File: src/rtl/mc_ctrl_fsm.sv
// Multi-cycle MIPS control sequencer: owns IR and walks FETCH/DECODE/EXE/MEM/WB.
// Optional MC_CTRL_MEM_WAIT_EN adds a MemReady handshake that stalls FETCH and MEM.
module mc_ctrl_fsm #(
  parameter logic [31:0] RESET_IR = 32'h0000_0000
) (
  input  logic        clk,
  input  logic        reset,
  input  logic [31:0] Instr,
  input  logic        Zero,
`ifdef MC_CTRL_MEM_WAIT_EN
  input  logic        MemReady,
`endif
  output logic [31:0] IR,
  output logic [2:0]  State,
  output logic        PCWr,
  output logic        IRWr,
  output logic [1:0]  NPCOp,
  output logic [1:0]  RegDst,
  output logic        ALUSrc,
  output logic [1:0]  MemtoReg,
  output logic        RegWrite,
  output logic        MemWrite,
  output logic [1:0]  ExtOp,
  output logic [3:0]  ALUCtr
);

  typedef enum logic [2:0] {
    S_FETCH  = 3'd0,
    S_DECODE = 3'd1,
    S_EXE    = 3'd2,
    S_MEM    = 3'd3,
    S_WB     = 3'd4
  } state_t;

  state_t      state_r, next_s;
  logic [31:0] ir_r;
  logic        mem_ready_s;

`ifdef MC_CTRL_MEM_WAIT_EN
  assign mem_ready_s = MemReady;
`else
  assign mem_ready_s = 1'b1;
`endif

  logic [5:0] op_s, funct_s;
  logic [3:0] r_aluctr_s;
  logic       r_known_s, is_nop_s, is_r_s, is_jr_s, is_imm_s;
  logic       is_ori_s, is_lui_s, is_lw_s, is_sw_s, is_beq_s, is_bne_s, is_j_s, is_jal_s;

  // Instruction classification from the latched IR.
  always_comb begin
    op_s       = ir_r[31:26];
    funct_s    = ir_r[5:0];
    r_known_s  = 1'b1;
    r_aluctr_s = 4'b0000;
    case (funct_s)
      6'h20, 6'h21: r_aluctr_s = 4'b0000;
      6'h22, 6'h23: r_aluctr_s = 4'b0001;
      6'h24:        r_aluctr_s = 4'b0010;
      6'h25:        r_aluctr_s = 4'b0011;
      6'h26:        r_aluctr_s = 4'b0100;
      6'h00:        r_aluctr_s = 4'b0101;
      6'h02:        r_aluctr_s = 4'b0110;
      default:      r_known_s  = 1'b0;
    endcase
    is_nop_s = (ir_r == 32'h0000_0000);
    // sll with all-zero fields is nop; jr is its own class (funct 08 is not r_known)
    is_r_s   = (op_s == 6'h00) && !is_nop_s && r_known_s;
    is_jr_s  = (op_s == 6'h00) && (funct_s == 6'h08);
    is_ori_s = (op_s == 6'h0D);
    is_lui_s = (op_s == 6'h0F);
    is_imm_s = (op_s == 6'h08) || (op_s == 6'h09) || is_ori_s || is_lui_s;
    is_lw_s  = (op_s == 6'h23);
    is_sw_s  = (op_s == 6'h2B);
    is_beq_s = (op_s == 6'h04);
    is_bne_s = (op_s == 6'h05);
    is_j_s   = (op_s == 6'h02);
    is_jal_s = (op_s == 6'h03);
  end

  logic       pc_wr_s, ir_wr_s, reg_write_s, mem_write_s, alu_src_s;
  logic [1:0] npc_op_s, reg_dst_s, mem_to_reg_s, ext_op_s;
  logic [3:0] alu_ctr_s;

  // Output decode and next-state logic; everything held at zero while reset is high.
  always_comb begin
    pc_wr_s      = 1'b0;
    ir_wr_s      = 1'b0;
    reg_write_s  = 1'b0;
    mem_write_s  = 1'b0;
    alu_src_s    = 1'b0;
    npc_op_s     = 2'b00;
    reg_dst_s    = 2'b00;
    mem_to_reg_s = 2'b00;
    ext_op_s     = 2'b00;
    alu_ctr_s    = 4'b0000;
    next_s       = S_FETCH;
    if (reset) begin
      next_s = S_FETCH;
    end else begin
      reg_dst_s    = is_r_s ? 2'b01 : (is_jal_s ? 2'b10 : 2'b00);
      mem_to_reg_s = is_lw_s ? 2'b01 : (is_jal_s ? 2'b10 : 2'b00);
      alu_src_s    = is_imm_s || is_lw_s || is_sw_s;
      ext_op_s     = is_ori_s ? 2'b10 : (is_lui_s ? 2'b01 : 2'b00);
      alu_ctr_s    = is_r_s ? r_aluctr_s :
                     (is_beq_s || is_bne_s) ? 4'b0001 :
                     is_ori_s ? 4'b0011 : 4'b0000;
      npc_op_s     = (is_j_s || is_jal_s) ? 2'b10 :
                     is_jr_s ? 2'b11 :
                     (is_beq_s || is_bne_s) ? 2'b01 : 2'b00;
      case (state_r)
        S_FETCH: begin
          npc_op_s = 2'b00;
          ir_wr_s  = mem_ready_s;
          pc_wr_s  = mem_ready_s;
          next_s   = mem_ready_s ? S_DECODE : S_FETCH;
        end
        S_DECODE: begin
          if (is_j_s || is_jal_s || is_jr_s) begin
            pc_wr_s     = 1'b1;
            reg_write_s = is_jal_s;
            next_s      = S_FETCH;
          end else if (is_r_s || is_imm_s || is_lw_s || is_sw_s || is_beq_s || is_bne_s) begin
            next_s = S_EXE;
          end else begin
            next_s = S_FETCH;
          end
        end
        S_EXE: begin
          if (is_beq_s) begin
            pc_wr_s = Zero;
            next_s  = S_FETCH;
          end else if (is_bne_s) begin
            pc_wr_s = ~Zero;
            next_s  = S_FETCH;
          end else if (is_lw_s || is_sw_s) begin
            next_s = S_MEM;
          end else if (is_r_s || is_imm_s) begin
            next_s = S_WB;
          end else begin
            next_s = S_FETCH;
          end
        end
        S_MEM: begin
          // sw keeps MemWrite up across the whole hold; the memory commits on MemReady
          if (is_sw_s) begin
            mem_write_s = 1'b1;
            next_s      = mem_ready_s ? S_FETCH : S_MEM;
          end else if (is_lw_s) begin
            next_s = mem_ready_s ? S_WB : S_MEM;
          end else begin
            next_s = S_FETCH;
          end
        end
        S_WB: begin
          reg_write_s = is_r_s || is_imm_s || is_lw_s;
          next_s      = S_FETCH;
        end
        default: begin
          next_s = S_FETCH;
        end
      endcase
    end
  end

  // State register and instruction register.
  always_ff @(posedge clk or posedge reset) begin
    if (reset) begin
      state_r <= S_FETCH;
      ir_r    <= RESET_IR;
    end else begin
      state_r <= next_s;
      if (ir_wr_s) begin
        ir_r <= Instr;
      end
    end
  end

  assign IR       = ir_r;
  assign State    = state_r;
  assign PCWr     = pc_wr_s;
  assign IRWr     = ir_wr_s;
  assign NPCOp    = npc_op_s;
  assign RegDst   = reg_dst_s;
  assign ALUSrc   = alu_src_s;
  assign MemtoReg = mem_to_reg_s;
  assign RegWrite = reg_write_s;
  assign MemWrite = mem_write_s;
  assign ExtOp    = ext_op_s;
  assign ALUCtr   = alu_ctr_s;

endmodule

File: config.mk
export PLATFORM = sky130hd
export DESIGN_NAME = mc_ctrl_fsm
export DESIGN_NICKNAME = d
export VERILOG_FILES = /design/src/rtl/mc_ctrl_fsm.sv
export SDC_FILE = /design/constraint.sdc
export NUM_CORES = 1
export LEC_CHECK = 0
export ABC_AREA = 1
export BUFFER_PORTS_ARGS = -buffer_cell sky130_fd_sc_hd__buf_2
export CAP_MARGIN = 20
export CORE_ASPECT_RATIO = 0.8
export CORE_MARGIN = 1.5
export CORE_UTILIZATION = 35
export DETAILED_ROUTE_END_ITERATION = 12
export SYNTH_ARGS = -nofsm -noshare
export SYNTH_HDL_FRONTEND = slang
export SYNTH_SLANG_ARGS = --single-unit
File: constraint.sdc
create_clock -name clk -period 1.75 [get_ports clk]
set_input_delay 0.175 -clock clk [delete_from_list [all_inputs] [get_ports clk]]
set_output_delay 0.175 -clock clk [all_outputs]
set_load 0.05 [all_outputs]
==> reports/metrics.cfg, run 1 <==
[die]
die_w_um=86.5
fp.dieH_um=69.8
initial_core_util_pct=36.1
std_cell_rows=24
ioPinCount=87
coreArea_mm2=0.00541
dieArea_mm2=0.00603

[place]
gp_congestion=0.808
portBuffers=85
place_ws_ps=-61.1
dp_hpwl_um=4160
dpl.cell_count=442

[cells_and_area]
fillers=502
nets=429
fin_cells=460
diodes=0
final_util_pct=59.7
drive_gt1_share_pct=58.0
syn_to_final_growth_pct=65.4

[logic_synthesis]
synth.distinct_cells=27
syn-num-nets=300
yosys.area.top_type_share_pct=44.9
netlist_instances=265
syn_area_mm2=0.00195
synth.avg_cell_area_um2=7.36
yosysSeqAreaShare_pct=44.9
synth_top_area_cell=dfrtp_1
ys_top_cells_by_area=dfrtp_1, nand2_1, inv_1
ys_ff_latch=35
ys_warn_count=0

[setup_path]
crit_top_cell=nor2_4
critPathRequiredTime_ps=1570
worstPathArrival_ps=1790
crit_slowest_cell=dfrtp_2
crit_path_max_fanout=5
crit_path_cell_trace=nor2_4, nand2_2, nor2_4, nand2_2, nand3_4, nand3_4, o21ai_2, nor2_4, buf_6
slowest_delay_ps=460
endpoint_kind=output port
start_kind=register
crit_type=register to output port

[global_route]
antenna_found_initial=0
grt_pass1_vias=2042
grt.overflow.total=0
grt_max_degree=24
grt_pass1_wl_um=9450
track_usage_pct=19.9

[sta]
setup_ws_ps=-212
period_minus_slack_ps=1960
clock_skew_ps=4.43
fin_crit_sh_pct=112
hold_viol=0
rsz0062_at_grt=yes
fmax_mhz=510
hold_ws_ps=94.5
fin_setup_tns_ps=-1280
setup_violations=9
drv_slew=0

[route]
dr.pass1.iters=4
ant_nets=0
drc=0
routed_wl_um=5720
wl_per_cell_um=12.4
drt_iter0_drc=90
vias_per_cell=4.59
route.vias.total=2113

[clock_network]
cts.path.max_buffers=2
cts_root_buf=clkbuf_8
insertion_delay_ps=280
ctsHoldBuffers=0
cts.sinks=35
clk_pin_slew_ps=70
cts_made_buffers=5
cts_tree=yes
htreeDepth=2

[power_and_ir_drop]
leakage_nw=1.61
powerDensity_mw_per_mm2=1050
intPower_w=0.00180
clockPowerShare_pct=16.6
ir_drop_v=0.000634
comb_power_share_pct=51.1
p_sw_share_pct=46.8
power_switching_w=0.00158
seq_power_share_pct=32.3

[status]
outcome=complete, but fails checks
violations=setup timing

[worst_hold_path]
hold_path_class=input port to register

[run]
drv_cap=0

-- flip-flops by register name (all words and copies together), names as in the netlist --
| register | count |
|---|---|
| State | 3 |
| IR | 32 |
-- worst max-delay path: cells and delay by family, from the launching register on --
kind,cells,cell delay (ps)
and+or+nand+nor,7,690
AOI/OAI and AO/OA,1,210
buffers and inverters,1,150
DFF,1,460
-- power groups by stage --
stage / clock network, W / logic (W) / registers, W
final: 0.000562 / 0.00173 / 0.00109
after global routing: 0.000610 / 0.00185 / 0.00112
after CTS: 0.000578 / 0.00166 / 0.00109
after detailed placement: 0 / 0.00157 / 0.00110
after global placement: 0 / 0.00156 / 0.00110
after floorplan: 0 / 0.000543 / 0.00162
-- final timing paths --
check / endpoint / cells past startpoint / slack (ps) / start
hold reg to reg: IR[23] / 2 / 500 / IR[23]
setup / recovery: ALUCtr[1] / 9 / -210 / IR[2]
min in group asynchronous: IR[23] / 3 / 190 / reset
setup reg to reg: IR[9] / 6 / 200 / State[1]
max in group asynchronous: IR[15] / 3 / 1240 / reset
hold / removal: IR[2] / 3 / 90 / Instr[2]
-- cell families (layout without fill, tap and decap cells) --
| logic type | after synthesis | after routing | share of synthesized area, % |
|---|---|---|---|
| AND/OR/NAND/NOR | 154 | 154 | 36.9 |
| buffers and inverters | 44 | 174 | 9.11 |
| flip-flops | 35 | 35 | 44.9 |
| AO/OA/AOI/OAI | 30 | 30 | 8.47 |
| other | 1 | 1 | 0.192 |
| XOR/XNOR | 1 | 1 | 0.449 |
-- cell usage after synthesis, drive strengths merged --
master  instances
inv            35
nand4           3
nor2           30
clkbuf          1
a31oi           1
nor4            3
buf             8
nand3          18
and2            1
a21boi          1
a21oi           5
nor3           10
o21ai          23
xor2            1
dfrtp          35
nand2          89
conb            1
-- stage by stage --
step,power (W),area (µm²)
CTS,0.00333,3110
global route,0.00358,3230
floorplan,0.00216,2090
finish,0.00338,3230
global placement,0.00265,2830
detailed placement,0.00267,2830
-- cells in the final DEF (no fill, tap or decap), drive strengths merged, types with 3 or more instances in the layout --
master / n
nor3: 10
a21oi: 5
inv: 33
nor4: 3
dfrtp: 35
nor2: 30
nand3: 18
nand2: 89
buf: 130
nand4: 3
clkbuf: 9
o21ai: 23
-- what timing repair did --
action,4_1_cts,5_1_grt
setup endpoints to repair,13,21
gates cloned,0,0
setup buffers,7,3
pin swaps,15,13
resized for setup,45,29
-- per-layer routing --
| metal | global-route usage [%] | vias to the layer above | wire length (µm) |
|---|---|---|---|
| met5 | 0 | - | 0 |
| met4 | 4.84 | 0 | 58 |
| met3 | 5.00 | 5 | 325 |
| met2 | 31.4 | 59 | 2570 |
| met1 | 27.4 | 960 | 2770 |
| li1 | - | 1089 | - |
-- final cells by class --
type,count,area [µm²],share of cell area (%)
well taps,65,81.3,2.52
flip-flops and latches,35,898,27.9
multi-input cells,186,1140,35.5
inverters,35,141,4.38
repair buffers,131,881,27.3
clock buffers,8,80.1,2.48
(Power assumes the default switching activity.)
==> run 2, diff against run 1 <==
==> constraint.sdc (replaced) <==
create_clock -name clk -period 2.1 [get_ports clk]
set_input_delay 0.21 -clock clk [delete_from_list [all_inputs] [get_ports clk]]
set_output_delay 0.21 -clock clk [all_outputs]
set_load 0.05 [all_outputs]
==> reports/metrics.cfg, run 2 (synthesis results as in run 1) <==
[route]
routed_wl_um=5150
vias_per_cell=4.70
drt_iter0_drc=73
drc=0
route.vias.total=2007
ant_nets=0
dr.pass1.iters=4
wl_per_cell_um=12.1

[global_route]
grt_pass1_wl_um=8630
antenna_found_initial=0
track_usage_pct=18.1
grt_pass1_vias=1895
grt_max_degree=28
grt.overflow.total=0

[clock_network]
insertion_delay_ps=280
cts_root_buf=clkbuf_8
cts.path.max_buffers=2
cts_tree=yes
clk_pin_slew_ps=70
cts_made_buffers=5
cts.sinks=35
htreeDepth=2

[cells_and_area]
largest_reg_flops=32
fin_area_mm2=0.00273
nets=396
layout_common_cells=nand2_1, buf_2, dfrtp_1
fin_cells=427
final_util_pct=50.5
layout.cells.most_common=nand2_1
diodes=0
fillers=544
drive_gt1_share_pct=42.8
syn_to_final_growth_pct=40.0

[place]
place_area_mm2=0.00249
gp_congestion=0.847
dp_hpwl_um=3990
portBuffers=85
dpl.cell_count=412

[setup_path]
reg2regPathDepth=6
endpoint_kind=output port
critPathRequiredTime_ps=1890
worstPathArrival_ps=1820
start_kind=register
crit_type=register to output port
crit_path_max_fanout=5

[die]
fp.dieH_um=69.8
die_w_um=86.5
ioPinCount=87
coreArea_mm2=0.00541
dieArea_mm2=0.00603
initial_core_util_pct=36.1
std_cell_rows=24

[status]
outcome=finished, final reports clean

[worst_hold_path]
min_path_cells=3
hold_path_class=input port to register

[power_and_ir_drop]
ir_drop_v=0.000536
p_total_w=0.00263
clockPowerShare_pct=20.5
p_sw_share_pct=46.9
leakage_nw=1.45
powerDensity_mw_per_mm2=963
intPower_w=0.00140
power_switching_w=0.00123
comb_power_share_pct=44.7
seq_power_share_pct=34.8

[sta]
period_minus_slack_ps=2030
fmax_mhz=492
drv_slew=0
hold_viol=0
setup_violations=0
hold_ws_ps=125
rsz0062_at_grt=yes
clock_skew_ps=4.40
fin_crit_sh_pct=96.9

[run]
drv_cap=0

## run 2: cell count changes in the layout (fill, tap and decap cells not counted), sizes merged
cell	previous run	this run
clkbuf	9	8
inv	33	34
dlygate4sd3	0	1
buf	130	97
clkinvlp	2	1
## run 2: layout make-up
cell class	instances	area [µm²]	share of cell area, %
multi-input cells	186	976	35.7
clock buffers	8	100	3.67
flip-flops and latches	35	882	32.3
inverters	35	135	4.95
repair buffers	98	556	20.3
well taps	65	81.3	2.98
## run 2: per-layer routing
metal / track usage, % / vias to the layer above / share of wire (%)
met3: 5.95 / 10 / 7.9
met4: 6.45 / 0 / 1.9
li1: - / 1018 / -
met2: 26.9 / 65 / 43
met1: 24.5 / 914 / 47
met5: 0 / - / 0
## run 2: timing repair
action	CTS	global route
endpoints found under the setup margin	6	8
pin swaps	0	3
endpoints found under the hold margin	6	0
gates resized for setup	9	19
hold buffers	1	0
gates cloned	0	0
buffers inserted	0	6
## run 2: final timing paths
| path | slack (ps) | startpoint | endpoint |
|---|---|---|---|
| min in group asynchronous | 440 | reset | IR[29] |
| min | 130 | Instr[23] | IR[23] |
| max reg2reg | 520 | State[0] | IR[18] |
| min reg2reg | 500 | IR[16] | IR[16] |
| max | 70 | IR[27] | ALUCtr[1] |
| max in group asynchronous | 1130 | reset | IR[30] |
## run 2: per-stage QoR
step	TNS, ps	setup slack, ps
CTS	-6.21	-6.21
floorplan	-252	-154
global route	-166	-54.8
finish	0	66.0
global placement	0	272
detailed placement	0	239
## run 2: power groups by stage
stage	logic (W)	registers, W	clock network [W]
4_1_cts	0.00112	0.000912	0.000548
6_report	0.00117	0.000915	0.000539
5_1_grt	0.00127	0.000936	0.000588
3_3_place_gp	0.00110	0.000920	0
3_5_place_dp	0.00111	0.000922	0
2_1_floorplan	0.000420	0.00133	0
## run 2: worst max-delay path: stages (launching register included)
cell     delay (ps)
dfrtp_1         390
inv_1           170
nand2_2         110
nor3_4          210
buf_4           150
nand3_4          90
nand2_1          70
o21ai_1          80
nor2_2          100
buf_6           160
==> run 3, diff against run 2 <==
--- a/config.mk
+++ b/config.mk
@@ -12,6 +12,7 @@
 export CORE_MARGIN = 1.5
 export CORE_UTILIZATION = 35
 export DETAILED_ROUTE_END_ITERATION = 12
+export SETUP_SLACK_MARGIN = 0.3
 export SYNTH_ARGS = -nofsm -noshare
 export SYNTH_HDL_FRONTEND = slang
 export SYNTH_SLANG_ARGS = --single-unit
==> reports/metrics.cfg, run 3 (synthesis results as in run 1) <==
[status]
outcome=finished, final reports clean

[clock_network]
clk_pin_slew_ps=80
cts_made_buffers=5
cts.path.max_buffers=2
htreeDepth=2
cts_tree=yes
cts.sinks=35
cts_root_buf=clkbuf_8
insertion_delay_ps=290

[die]
ioPinCount=87
coreArea_mm2=0.00541
fp.dieH_um=69.8
die_w_um=86.5
std_cell_rows=24
initial_core_util_pct=36.1
dieArea_mm2=0.00603

[sta]
fin_crit_sh_pct=96.9
clock_skew_ps=8.08
rsz0062_at_grt=yes
hold_viol=0
setup_ws_ps=64.4
period_minus_slack_ps=2040
setup_violations=0
fmax_mhz=491
drv_slew=0

[setup_path]
reg2reg_from=State[0]
crit_path_max_fanout=5
crit_path_cell_trace=nor2_4, nand3_4, nor2_4, nand2_2, nand3_4, nand2_2, o21ai_2, nand2_2, buf_6
crit_path_start=IR[2]
start_kind=register
crit_type=register to output port
worstPathArrival_ps=1830
slowest_delay_ps=460
reg2regPathDepth=7
critPathRequiredTime_ps=1890
crit_top_cell=nand2_2
endpoint_kind=output port
crit_slowest_cell=dfrtp_2

[power_and_ir_drop]
clockPowerShare_pct=22.4
leakage_nw=1.55
ir_drop_v=0.000388
seq_power_share_pct=31.3
powerDensity_mw_per_mm2=941
intPower_w=0.00158
power_switching_w=0.00135
comb_power_share_pct=46.3
p_sw_share_pct=46.0

[worst_hold_path]
hold_start=Instr[26]
hold_path_class=input port to register
min_path_cells=3

[cells_and_area]
largest_reg_flops=32
fin_cells=442
syn_to_final_growth_pct=59.8
nets=411
layout_common_cells=nand2_1, buf_2, buf_4
drive_gt1_share_pct=55.2
fillers=503
layout.cells.most_common=nand2_1
diodes=0

[global_route]
antenna_found_initial=0
grt_pass1_vias=1998
track_usage_pct=20.0
grt_max_degree=33
grt_pass1_wl_um=9320
grt.overflow.total=0

[route]
drc=0
drt_iter0_drc=90
route.vias.total=2074
routed_wl_um=5810
ant_nets=0
dr.pass1.iters=4
vias_per_cell=4.69
wl_per_cell_um=13.1

[place]
place_ws_ps=234
portBuffers=85
dpl.cell_count=412
gp_congestion=0.836
dp_hpwl_um=4080

[run]
drv_cap=0

-- run 3: changes by cell type in the layout (fill, tap and decap cells not counted), sizes merged --
| cell | delta |
|---|---|
| buf | +11 |
| bufinv | +1 |
| clkbuf | +2 |
| clkinvlp | +1 |
-- run 3: what timing repair did --
action                                  CTS  global route
buffers inserted                         12             9
hold endpoints to repair                  3             0
pin swaps                                15             6
gates resized for setup                  38            34
hold buffers                              1             0
endpoints found under the setup margin   11            15
-- run 3: power by group through the flow --
stage	Combinational (W)	Clock, W	Sequential (W)
4_1_cts	0.00125	0.000674	0.000924
5_1_grt	0.00145	0.000706	0.000933
2_1_floorplan	0.000454	0	0.00134
3_5_place_dp	0.00114	0	0.000936
3_3_place_gp	0.00114	0	0.000937
6_report	0.00136	0.000658	0.000917
-- run 3: area by class of cell --
cell class,count,area (µm²),share of cell area [%]
Clock inverter,2,38.8,1.24
Tap cell,65,81.3,2.61
Sequential cell,35,892,28.6
Timing Repair Buffer,113,739,23.7
Multi-Input combinational cell,186,1140,36.6
Inverter,35,141,4.54
Clock buffer,6,82.6,2.65
-- run 3: routing by layer --
layer,global-route usage (%),share of wire [%]
met5,0,0
met4,6.09,1.6
met3,6.31,6.9
met2,29.9,44
met1,27.7,47
-- run 3: worst paths after layout --
path / to / slack [ps]
max in group asynchronous: State[1] / 1380
min in group asynchronous: IR[15] / 260
hold / removal: IR[26] / 110
hold reg to reg: IR[11] / 510
setup reg to reg: IR[9] / 510
setup / recovery: RegWrite / 60
-- run 3: per-stage QoR --
step / setup TNS (ps) / power (W) / hold WS (ps) / instance area, µm² / util (%)
5_1_grt: -82.1 / 0.00309 / 111 / 3120 / 57.7
3_3_place_gp: 0 / 0.00208 / 242 / 2590 / 48.0
3_5_place_dp: 0 / 0.00208 / 240 / 2590 / 48.0
4_1_cts: 0 / 0.00284 / 105 / 2920 / 54.1
2_1_floorplan: 0 / 0.00180 / 327 / 2090 / -
6_report: 0 / 0.00293 / 111 / 3120 / 57.7
-- run 3: critical path: cells and delay by family, from the launching register on --
kind / cells / cell delay [ps]
AND/OR/NAND/NOR: 7 / 760
AO/OA/AOI/OAI: 1 / 160
flip-flops: 1 / 460
buffers and inverters: 1 / 150
